### src/rtl/yuv444to422_pack_pkg.sv
// Pixel formats and packing helpers shared by the 4:4:4 -> 4:2:2 packer.
// Chroma averaging (YUV444TO422_AVG_EN) is selected in yuv_pair_pack, not here.
package yuv_pkg;

    localparam int PIX_PER_BEAT_444 = 2;
    localparam int PIX_PER_BEAT_422 = 4;

    typedef struct packed {
        logic [7:0] pad;
        logic [7:0] y;
        logic [7:0] u;
        logic [7:0] v;
    } pixel444_t;

    typedef struct packed {
        logic [7:0] v;
        logic [7:0] y1;
        logic [7:0] u;
        logic [7:0] y0;
    } pixel422_pair_t;

    // Round-half-up mean; the 9-bit sum cannot overflow, the result always fits 8 bits.
    function automatic logic [7:0] chroma_avg(input logic [7:0] a, input logic [7:0] b);
        logic [8:0] sum;
        sum = {1'b0, a} + {1'b0, b} + 9'd1;
        return sum[8:1];
    endfunction

    // Decimating pack: chroma comes from the even pixel only.
    function automatic pixel422_pair_t pack_pair(input pixel444_t p0, input pixel444_t p1);
        pixel422_pair_t r;
        r.y0 = p0.y;
        r.u  = p0.u;
        r.y1 = p1.y;
        r.v  = p0.v;
        return r;
    endfunction

endpackage

### src/rtl/yuv444to422_pack_if.sv
// AXI-stream style channel used on both sides of the packer.
interface nasti_stream_channel #(
    parameter int DATA_WIDTH = 64,
    parameter int DEST_WIDTH = 1,
    parameter int ID_WIDTH   = 1,
    parameter int USER_WIDTH = 1
);
    logic                      t_valid;
    logic                      t_ready;
    logic [DATA_WIDTH-1:0]     t_data;
    logic [DATA_WIDTH/8-1:0]   t_keep;
    logic [DATA_WIDTH/8-1:0]   t_strb;
    logic                      t_last;
    logic [ID_WIDTH-1:0]       t_id;
    logic [DEST_WIDTH-1:0]     t_dest;
    logic [USER_WIDTH-1:0]     t_user;

    modport master (
        output t_valid, t_data, t_keep, t_strb, t_last, t_id, t_dest, t_user,
        input  t_ready
    );

    modport slave (
        input  t_valid, t_data, t_keep, t_strb, t_last, t_id, t_dest, t_user,
        output t_ready
    );
endinterface

### src/rtl/yuv444to422_pack_yuv_pair_pack.sv
// Combinational conversion of two 4:4:4 pixels into one Y0/U/Y1/V group.
// Define YUV444TO422_AVG_EN to average the chroma of both pixels instead of decimating.
module yuv_pair_pack
    import yuv_pkg::*;
(
    input  pixel444_t      i_p0,
    input  pixel444_t      i_p1,
    output pixel422_pair_t o_pair
);

    pixel422_pair_t w_base;
    logic           w_unused;

    assign w_base = pack_pair(i_p0, i_p1);

`ifdef YUV444TO422_AVG_EN
    assign o_pair = '{
        v:  chroma_avg(i_p0.v, i_p1.v),
        y1: w_base.y1,
        u:  chroma_avg(i_p0.u, i_p1.u),
        y0: w_base.y0
    };
    assign w_unused = ^{i_p0.pad, i_p1.pad};
`else
    assign o_pair   = w_base;
    assign w_unused = ^{i_p0.pad, i_p1.pad, i_p1.u, i_p1.v};
`endif

endmodule

### src/rtl/yuv444to422_pack.sv
// Packs a 2 pixel/beat 4:4:4 stream into a 4 pixel/beat 4:2:2 stream, one output per input pair.
// Chroma mode is chosen by the YUV444TO422_AVG_EN macro (average when defined, decimate otherwise).
module yuv444to422_pack
    import yuv_pkg::*;
#(
    parameter int DATA_WIDTH = 64,
    parameter int DEST_WIDTH = 1
) (
    input  logic                aclk,
    input  logic                aresetn,
    nasti_stream_channel.slave  src,
    nasti_stream_channel.master dst
);

    localparam int NUM_GROUPS = PIX_PER_BEAT_422 / 2;

    generate
        if (DATA_WIDTH != 64) begin : g_bad_width
            $error("yuv444to422_pack supports DATA_WIDTH=64 only");
        end
    endgenerate

    logic                  r_half;
    logic [63:0]           r_hold;
    logic                  r_out_valid;
    logic [63:0]           r_out_data;
    logic [7:0]            r_out_keep;
    logic                  r_out_last;
    logic [DEST_WIDTH-1:0] r_out_dest;

    logic                  w_src_ready;
    logic                  w_accept;
    logic [63:0]           w_grp_src [NUM_GROUPS];
    pixel422_pair_t        w_grp     [NUM_GROUPS];
    logic                  w_unused;

    assign w_src_ready = !r_out_valid || dst.t_ready;
    assign w_accept    = src.t_valid && w_src_ready;

    // Group 0 normally comes from the held first beat; for a lone odd beat it is the live beat.
    assign w_grp_src[0] = r_half ? r_hold : src.t_data;
    assign w_grp_src[1] = src.t_data;

    generate
        for (genvar gi = 0; gi < NUM_GROUPS; gi++) begin : g_pack
            yuv_pair_pack u_pair_pack (
                .i_p0   (w_grp_src[gi][31:0]),
                .i_p1   (w_grp_src[gi][63:32]),
                .o_pair (w_grp[gi])
            );
        end
    endgenerate

    always_ff @(posedge aclk or negedge aresetn) begin
        if (!aresetn) begin
            r_half      <= 1'b0;
            r_hold      <= '0;
            r_out_valid <= 1'b0;
            r_out_data  <= '0;
            r_out_keep  <= '0;
            r_out_last  <= 1'b0;
            r_out_dest  <= '0;
        end else begin
            if (w_accept && r_half) begin
                r_out_data  <= {w_grp[1], w_grp[0]};
                r_out_keep  <= 8'hFF;
                r_out_last  <= src.t_last;
                r_out_dest  <= src.t_dest;
                r_out_valid <= 1'b1;
                r_half      <= 1'b0;
            end else if (w_accept && src.t_last) begin
                r_out_data  <= {32'h0, w_grp[0]};
                r_out_keep  <= 8'h0F;
                r_out_last  <= 1'b1;
                r_out_dest  <= src.t_dest;
                r_out_valid <= 1'b1;
            end else begin
                if (w_accept) begin
                    r_hold <= src.t_data;
                    r_half <= 1'b1;
                end
                if (dst.t_ready) begin
                    r_out_valid <= 1'b0;
                end
            end
        end
    end

    assign src.t_ready = w_src_ready;

    assign dst.t_valid = r_out_valid;
    assign dst.t_data  = r_out_data;
    assign dst.t_keep  = r_out_keep;
    assign dst.t_strb  = r_out_keep;
    assign dst.t_last  = r_out_last;
    assign dst.t_dest  = r_out_dest;
    assign dst.t_id    = '0;
    assign dst.t_user  = '0;

    // Input keep/strb/id/user carry no information for this packer.
    assign w_unused = ^{src.t_keep, src.t_strb, src.t_id, src.t_user};

endmodule

### src/flat_wrapper.sv
// flat-port wrapper written by rule: the top's interface ports become plain ports
module yuv444to422_pack_flat import yuv_pkg::*;
#(
    parameter int DATA_WIDTH = 64,
    parameter int DEST_WIDTH = 1
)
  (aclk, aresetn, src_t_valid, src_t_data, src_t_keep, src_t_strb, src_t_last, src_t_id, src_t_dest, src_t_user, src_t_ready, dst_t_valid, dst_t_data, dst_t_keep, dst_t_strb, dst_t_last, dst_t_id, dst_t_dest, dst_t_user, dst_t_ready);
  nasti_stream_channel #(.DATA_WIDTH(DATA_WIDTH), .DEST_WIDTH(DEST_WIDTH)) src_i ();
  nasti_stream_channel #(.DATA_WIDTH(DATA_WIDTH), .DEST_WIDTH(DEST_WIDTH)) dst_i ();
  input  logic aclk;
  input  logic aresetn;
  input wire logic [$bits(src_i.t_valid)-1:0] src_t_valid;
  input wire logic [$bits(src_i.t_data)-1:0] src_t_data;
  input wire logic [$bits(src_i.t_keep)-1:0] src_t_keep;
  input wire logic [$bits(src_i.t_strb)-1:0] src_t_strb;
  input wire logic [$bits(src_i.t_last)-1:0] src_t_last;
  input wire logic [$bits(src_i.t_id)-1:0] src_t_id;
  input wire logic [$bits(src_i.t_dest)-1:0] src_t_dest;
  input wire logic [$bits(src_i.t_user)-1:0] src_t_user;
  output wire logic [$bits(src_i.t_ready)-1:0] src_t_ready;
  output wire logic [$bits(dst_i.t_valid)-1:0] dst_t_valid;
  output wire logic [$bits(dst_i.t_data)-1:0] dst_t_data;
  output wire logic [$bits(dst_i.t_keep)-1:0] dst_t_keep;
  output wire logic [$bits(dst_i.t_strb)-1:0] dst_t_strb;
  output wire logic [$bits(dst_i.t_last)-1:0] dst_t_last;
  output wire logic [$bits(dst_i.t_id)-1:0] dst_t_id;
  output wire logic [$bits(dst_i.t_dest)-1:0] dst_t_dest;
  output wire logic [$bits(dst_i.t_user)-1:0] dst_t_user;
  input wire logic [$bits(dst_i.t_ready)-1:0] dst_t_ready;
  assign src_i.t_valid = src_t_valid;
  assign src_i.t_data = src_t_data;
  assign src_i.t_keep = src_t_keep;
  assign src_i.t_strb = src_t_strb;
  assign src_i.t_last = src_t_last;
  assign src_i.t_id = src_t_id;
  assign src_i.t_dest = src_t_dest;
  assign src_i.t_user = src_t_user;
  assign src_t_ready = src_i.t_ready;
  assign dst_t_valid = dst_i.t_valid;
  assign dst_t_data = dst_i.t_data;
  assign dst_t_keep = dst_i.t_keep;
  assign dst_t_strb = dst_i.t_strb;
  assign dst_t_last = dst_i.t_last;
  assign dst_t_id = dst_i.t_id;
  assign dst_t_dest = dst_i.t_dest;
  assign dst_t_user = dst_i.t_user;
  assign dst_i.t_ready = dst_t_ready;
  yuv444to422_pack #(.DATA_WIDTH(DATA_WIDTH), .DEST_WIDTH(DEST_WIDTH)) u_core (.aclk(aclk), .aresetn(aresetn), .src(src_i), .dst(dst_i));
endmodule
### config.mk
export PLATFORM = sky130hd
export DESIGN_NAME = yuv444to422_pack_flat
export DESIGN_NICKNAME = d
export VERILOG_FILES = /design/src/rtl/yuv444to422_pack_pkg.sv /design/src/rtl/yuv444to422_pack_if.sv /design/src/rtl/yuv444to422_pack_yuv_pair_pack.sv /design/src/rtl/yuv444to422_pack.sv /design/src/flat_wrapper.sv
export SDC_FILE = /design/constraint.sdc
export NUM_CORES = 1
export LEC_CHECK = 0
export CAP_MARGIN = 25
export CORE_MARGIN = 8
export CORE_UTILIZATION = 47
export DETAILED_ROUTE_END_ITERATION = 8
export PLACE_DENSITY = 0.86
export SLEW_MARGIN = 0
export SYNTH_ARGS = -nofsm -noshare
export SYNTH_HDL_FRONTEND = slang
export SYNTH_SLANG_ARGS = --single-unit
### constraint.sdc
create_clock -name aclk -period 2.9 [get_ports aclk]
set_clock_uncertainty 0.15 [all_clocks]
set_input_delay 0.58 -clock aclk [delete_from_list [all_inputs] [get_ports aclk]]
set_output_delay 0.58 -clock aclk [all_outputs]
set_load 0.02 [all_outputs]
# [Word-level counts from Yosys, hierarchy flattened]
# Index checks and enable logic that the tools add are counted.
[word_totals] output_inout_bits=86 regBits=132 inputBits=88
[op_classes] bitwise=2 mux=15 n_eq_ne=1 reduce_logical=10
[op_table] op="$mux 64" n=2
[op_table] op="$mux 56" n=1
[op_table] op="$mux 8" n=2
[op_table] op="$mux 1" n=10
[op_table] op="$reduce_bool 2->1" n=2
[op_table] op="$logic_and 1x1->1" n=3
[op_table] op="$reduce_and 3->1" n=1
[op_table] op="$reduce_bool 3->1" n=1
[op_table] op="$ne 2x1->1 const B" n=1
[op_table] op="$not 1->1" n=2
[op_table] op="$reduce_and 2->1" n=1
[op_table] op="$logic_not 1->1" n=1
[op_table] op="$logic_or 1x1->1" n=1

# [Longest topological paths before layout]
# Gate-level depths: netlist (run 1).
[depth] word_depth=6 mapped_depth=6 ltp_nobuf=3

# [By module]
# Synthesis (run 1) repeated with hierarchy kept, for this count alone.
[hier_totals] hier_cells=447 area_unflattened_um2=6515.0
[by_module_without_submodules] mod="yuv444to422_pack" area_each_um2=6034.5 seq_area_each_um2=3353.2 n_inst=1 cells_each=383
[by_module_without_submodules] mod="yuv_pair_pack" area_each_um2=240.2 seq_area_each_um2=0.0 n_inst=2 cells_each=32

# [Worst setup path before layout (run 1)]
# OpenSTA, ideal clock, no wires.
[synth_timing] kind="in2reg" start="input port dst_t_ready" end="register u_core.r_out_data[35] (netlist: u_core.dst.t_data[35])" arrival_ps=1477 n_path_buf=3 stages=6 path_slack_ps=1152 required_time_ps=2629 cell_sequence="nand2b_4 > buf_6 > and3_4 > buf_6 > buf_6 > a22o_1"
[synth_between] elab_chain_len=4 word_cells_on_any_way=6 cone_classes="1 x mux; 5 x reduce/logical"
[synth_lines] item="from (decl)" line="flat_wrapper.sv:29" source="input wire logic [$bits(dst_i.t_ready)-1:0] dst_t_ready;"
[synth_lines] item="$logic_or 1x1->1 *" line="yuv444to422_pack.sv:37" source="assign w_src_ready = !r_out_valid || dst.t_ready;"
[synth_lines] item="net src_t_ready" line="flat_wrapper.sv:20" source="output wire logic [$bits(src_i.t_ready)-1:0] src_t_ready;"
[synth_lines] item="$logic_and 1x1->1 *" line="yuv444to422_pack.sv:38" source="assign w_accept = src.t_valid && w_src_ready;"
[synth_lines] item="$logic_and 1x1->1, on equally long branches" line="yuv444to422_pack.sv:64, yuv444to422_pack.sv:71"
[synth_lines] item="$mux 64 or $reduce_bool 2->1 (tied branches)"
[synth_lines] item="to (signal assigned)" line="yuv444to422_pack.sv:65" source="r_out_data <= {w_grp[1], w_grp[0]};"
[synth_lines] item="to (signal assigned)" line="yuv444to422_pack.sv:72" source="r_out_data <= {32'h0, w_grp[0]};"
[synth_lines] item="to (decl)" line="yuv444to422_pack.sv:26" source="logic [63:0] r_out_data;"
# Mark *: on every way through the listed nets, which the timed path passes. The rest lies on a longest branch.
# A chain may end at the register's enable or synchronous reset.

# [Worst setup path in the final report (run 1)]
[layout_timing] start="input port dst_t_ready" end="output port src_t_ready"
[layout_between] elab_chain_len=1
[layout_lines] item="$logic_or 1x1->1" line="yuv444to422_pack.sv:37"
[layout_lines] item="to (decl)" line="flat_wrapper.sv:20"
# No other way between the ends.

==> flow_summary.yaml, run 1 <==
outcome:
  run_status: "complete, no violations"
synthesis:
  syn-instance-count: 280
  yosysTopAreaCellShare_pct: 58.9
  syn-cell-area_mm2: 0.00434
  synthArstFlopShare_pct: 100
  synth.top_cells.by_area: "sky130_fd_sc_hd__dfrtp_1 (59%), sky130_fd_sc_hd__mux2_2 (24%), sky130_fd_sc_hd__a22o_1 (6.5%), sky130_fd_sc_hd__buf_4 (4.0%), sky130_fd_sc_hd__buf_6 (2.3%)"
  postSynth.topFlopCell: "sky130_fd_sc_hd__dfrtp_1"
  synth.lib_cells_used.distinct: 20
  syn-mean-instance-area_um2: 15.5
  synth.top_cells.by_count: "sky130_fd_sc_hd__dfrtp_1 (102), sky130_fd_sc_hd__mux2_2 (92), sky130_fd_sc_hd__a22o_1 (32), sky130_fd_sc_hd__buf_4 (23), sky130_fd_sc_hd__buf_6 (9)"
  yosys.area.top_type: "sky130_fd_sc_hd__dfrtp_1"
  ys_seq_elements: 102
  seq_area_frac_synth_pct: 58.9
  synth_most_common_cell: "sky130_fd_sc_hd__dfrtp_1"
  synth_edf_count: 0
  yosysWarnings: 0
clock_network:
  cts_inserted_buffers: 9
  cts.clk_slew.worst_paths_ns: 0.08
  cts_buffer_depth: 2
  clock_tree.root_cell: "sky130_fd_sc_hd__clkbuf_8"
  insertion_delay_ns: 0.36
  postCtsResizedCells: 0
  ctsHoldBuffers: 0
  clock_sink_count: 102
  htree_num_levels: 3
  cts.repair_timing.setup_buffer_count: 0
  tritoncts: "built"
finish:
  area_occupied_by_multi_input_gates_mm2: 0.00150
  layout.filler_cells: 703
  layout-area-overhead-vs-synth_pct: 30.2
  postLayoutCellArea_mm2: 0.00565
  final_layout_size_suffix_gt1_share_pct: 30.5
  final-seq-area_mm2: 0.00255
  antenna-diode-count: 0
  layout.nets: 470
timing:
  worstMarginPinSlew_ns: 0.541
  post-route-period-util_pct: 90.3
  max-slew-margin-rel_pct: 64.0
  finalSetupTns_ns: 0
  fmaxAchievable_mhz: 382
  time_the_final_worst_path_needs_with_i_o_delays_and_setup_ns: 2.62
  timing_max_transition_violations_final: 0
  setup_violations_final: 0
  grt_setup_unrepaired: "false"
  final_hold_viol_count: 0
  setup_ws_final_ns: 0.282
die:
  fp.coreArea_mm2: 0.00911
  io_pins: 174
  placementRows: 35
  dieWidth_um: 112
  initial_core_util_pct: 47.6
  design.die.area_mm2: 0.0126
  dieHeight_um: 112
placed_design:
  place_hpwl_um: 6570
  io_buffer_count: 121
  place_area_mm2: 0.00546
  place.gp.congestion: 0.698
  preCtsSetupSlack_ns: 0.269
setup_path:
  timing.setup.critical_path_class: "primary input to output port"
  critPathRequiredTime_ns: 2.17
  cp_num_buf_inv: 2
  cp_common_cell: "sky130_fd_sc_hd__clkdlybuf4s50_1"
  cp_slowest_cell: "sky130_fd_sc_hd__clkdlybuf4s50_1"
  crit_family: "buffers and inverters"
  critical_path_arrival_ns: 1.89
  crit_fanout: 7
  cp_cell_sequence: "clkdlybuf4s50_1 > nand2b_4 > clkdlybuf4s50_1"
  endpoint_kind: "output port"
  worst_setup_path_start_kind: "primary input"
  max_stage_delay_ns: 0.63
route:
  routed_wirelength_um: 9580
  post_drt_via_cell_ratio: 5.36
  remaining_drc_errors: 0
  total_via_count_in_the_routed_design: 2671
  routed_wire_length_per_instance_um: 19.2
  drt_first_pass_iters: 4
  detailed_router_s_first_iteration_violation_count: 122
  route.antenna.remaining_nets: 0
global_routing:
  global_route.usage.met2_pct: 25.7
  grt.met1_usage_pct: 18.7
  first_global_vias: 2936
  gr-total-overflow: 0
  grt_first_pass_wirelength_um: 15700
  grt_antenna_before_repair: 0
  grt_max_degree: 103
  globalRouteMet3Util_pct: 6.01
  track_usage_pct: 15.6
  grt.busiest_layer: "met2"
power_and_ir_drop:
  power_density_mw_per_mm2: 868
  p_leak_nw: 2.41
  worst_vdd_drop_v: 0.000408
flow_run:
  max_cap_violations: 0
worst_hold_path:
  path_category_of_the_worst_min_delay_check: "primary input to async pin"
==> stage by stage <==
stage	cells	utilization, %	hold WS, ns	power, mW
after global placement	482	59.9	0.318	3.99
after CTS	498	62.0	0.143	4.97
after floorplan	281	-	0.134	3.19
final	498	62.0	0.126	4.90
after detailed placement	482	59.9	0.329	4.08
after global routing	498	62.0	0.166	5.16
==> cell families (layout without fill, tap and decap cells) <==
group | Yosys count | after routing | synth area share, %
DFF | 102 | 102 | 58.9
and+or+nand+nor | 9 | 9 | 2.14
AOI/OAI and AO/OA | 35 | 35 | 6.98
buffers and inverters | 36 | 142 | 6.75
muxes | 97 | 97 | 25.2
other | 1 | 2 | 0.0865
==> worst reg2reg max path: cells and delay by family, from the launching register on <==
kind	cells	cell delay, ns
buf+inv	1	0.38
flops	1	0.50
mux	1	0.41
simple gates	2	0.32
==> state kept, by name, indices dropped and copies added (netlist names) <==
signal              cells
u_core.dst.t_data      64
u_core.r_hold          32
u_core.dst.t_keep       2
u_core.dst.t_dest       1
u_core.dst.t_last       1
u_core.dst.t_valid      1
u_core.r_half           1
==> layout by cell type (no fill, tap or decap) <==
cell,Yosys,layout
sky130_fd_sc_hd__clkdlybuf4s50_1,0,120
sky130_fd_sc_hd__dfrtp_1,102,101
sky130_fd_sc_hd__mux2_2,92,92
sky130_fd_sc_hd__a22o_1,32,32
sky130_fd_sc_hd__clkbuf_8,0,9
sky130_fd_sc_hd__mux2_1,5,5
sky130_fd_sc_hd__clkinvlp_4,0,4
sky130_fd_sc_hd__buf_4,23,3
sky130_fd_sc_hd__nand2_1,2,2
sky130_fd_sc_hd__conb_1,1,2
sky130_fd_sc_hd__clkbuf_1,0,2
sky130_fd_sc_hd__buf_12,0,2
sky130_fd_sc_hd__nand2b_4,1,1
sky130_fd_sc_hd__nor2_4,1,1
sky130_fd_sc_hd__nand3_4,1,1
sky130_fd_sc_hd__and3_4,1,1
sky130_fd_sc_hd__nand3b_4,1,1
sky130_fd_sc_hd__nand3_1,1,1
sky130_fd_sc_hd__a21o_1,1,1
sky130_fd_sc_hd__nand2b_1,1,1
sky130_fd_sc_hd__inv_1,1,1
sky130_fd_sc_hd__o21ai_0,1,1
sky130_fd_sc_hd__a21bo_2,1,1
sky130_fd_sc_hd__bufinv_16,0,1
sky130_fd_sc_hd__dfrtp_2,0,1
==> per-layer routing <==
metal  share of wire [%]  vias to the layer above
met5                   0                        -
met4                0.80                        0
met3                 7.5                        8
met2                  49                       89
met1                  43                     1383
li1                    -                     1191
==> power breakdown <==
| group | leakage, nW | switching, mW | total, mW | internal, mW |
|---|---|---|---|---|
| clock | 0.0818 | 0.484 | 0.884 | 0.400 |
| combinational | 1.09 | 0.877 | 1.92 | 1.04 |
| sequential | 1.24 | 0.240 | 2.10 | 1.86 |
| total | 2.41 | 1.60 | 4.90 | 3.30 |
==> layout make-up <==
| class | count | area share, % |
|---|---|---|
| timing repair buffer | 125 | 22.4 |
| tap | 111 | 2.46 |
| clock buffer | 11 | 2.33 |
| clock inverter | 5 | 1.06 |
| inverter | 1 | 0.0665 |
| multi-input combinational | 143 | 26.5 |
| sequential | 102 | 45.2 |
==> path summary, 6_finish.rpt <==
kind,start,to,slack [ns],cells past startpoint
setup / recovery,dst_t_ready,src_t_ready,0.28,3
hold / removal,aresetn,u_core.dst.t_data[63]$_DFFE_PN0P_,0.13,2
setup reg to reg,u_core.r_half$_DFFE_PN0P_,u_core.dst.t_data[4]$_DFFE_PN0P_,1.04,4
hold reg to reg,u_core.r_hold[18]$_DFFE_PN0P_,u_core.r_hold[18]$_DFFE_PN0P_,0.35,1
max in group asynchronous,aresetn,u_core.r_hold[11]$_DFFE_PN0P_,2.07,2
min in group aclk,u_core.r_hold[18]$_DFFE_PN0P_,u_core.r_hold[18]$_DFFE_PN0P_,0.35,1
(Power assumes the default switching activity.)
==> run 2: changes to the inputs <==
--- a/config.mk
+++ b/config.mk
@@ -8,8 +8,10 @@
 export CAP_MARGIN = 25
 export CORE_MARGIN = 8
 export CORE_UTILIZATION = 47
+export CTS_CLUSTER_DIAMETER = 40
 export DETAILED_ROUTE_END_ITERATION = 8
 export PLACE_DENSITY = 0.86
+export SKIP_LAST_GASP = 1
 export SLEW_MARGIN = 0
 export SYNTH_ARGS = -nofsm -noshare
 export SYNTH_HDL_FRONTEND = slang
==> results of run 2 <==
No change in the layout: final DEF, timing and power equal those of run 1.
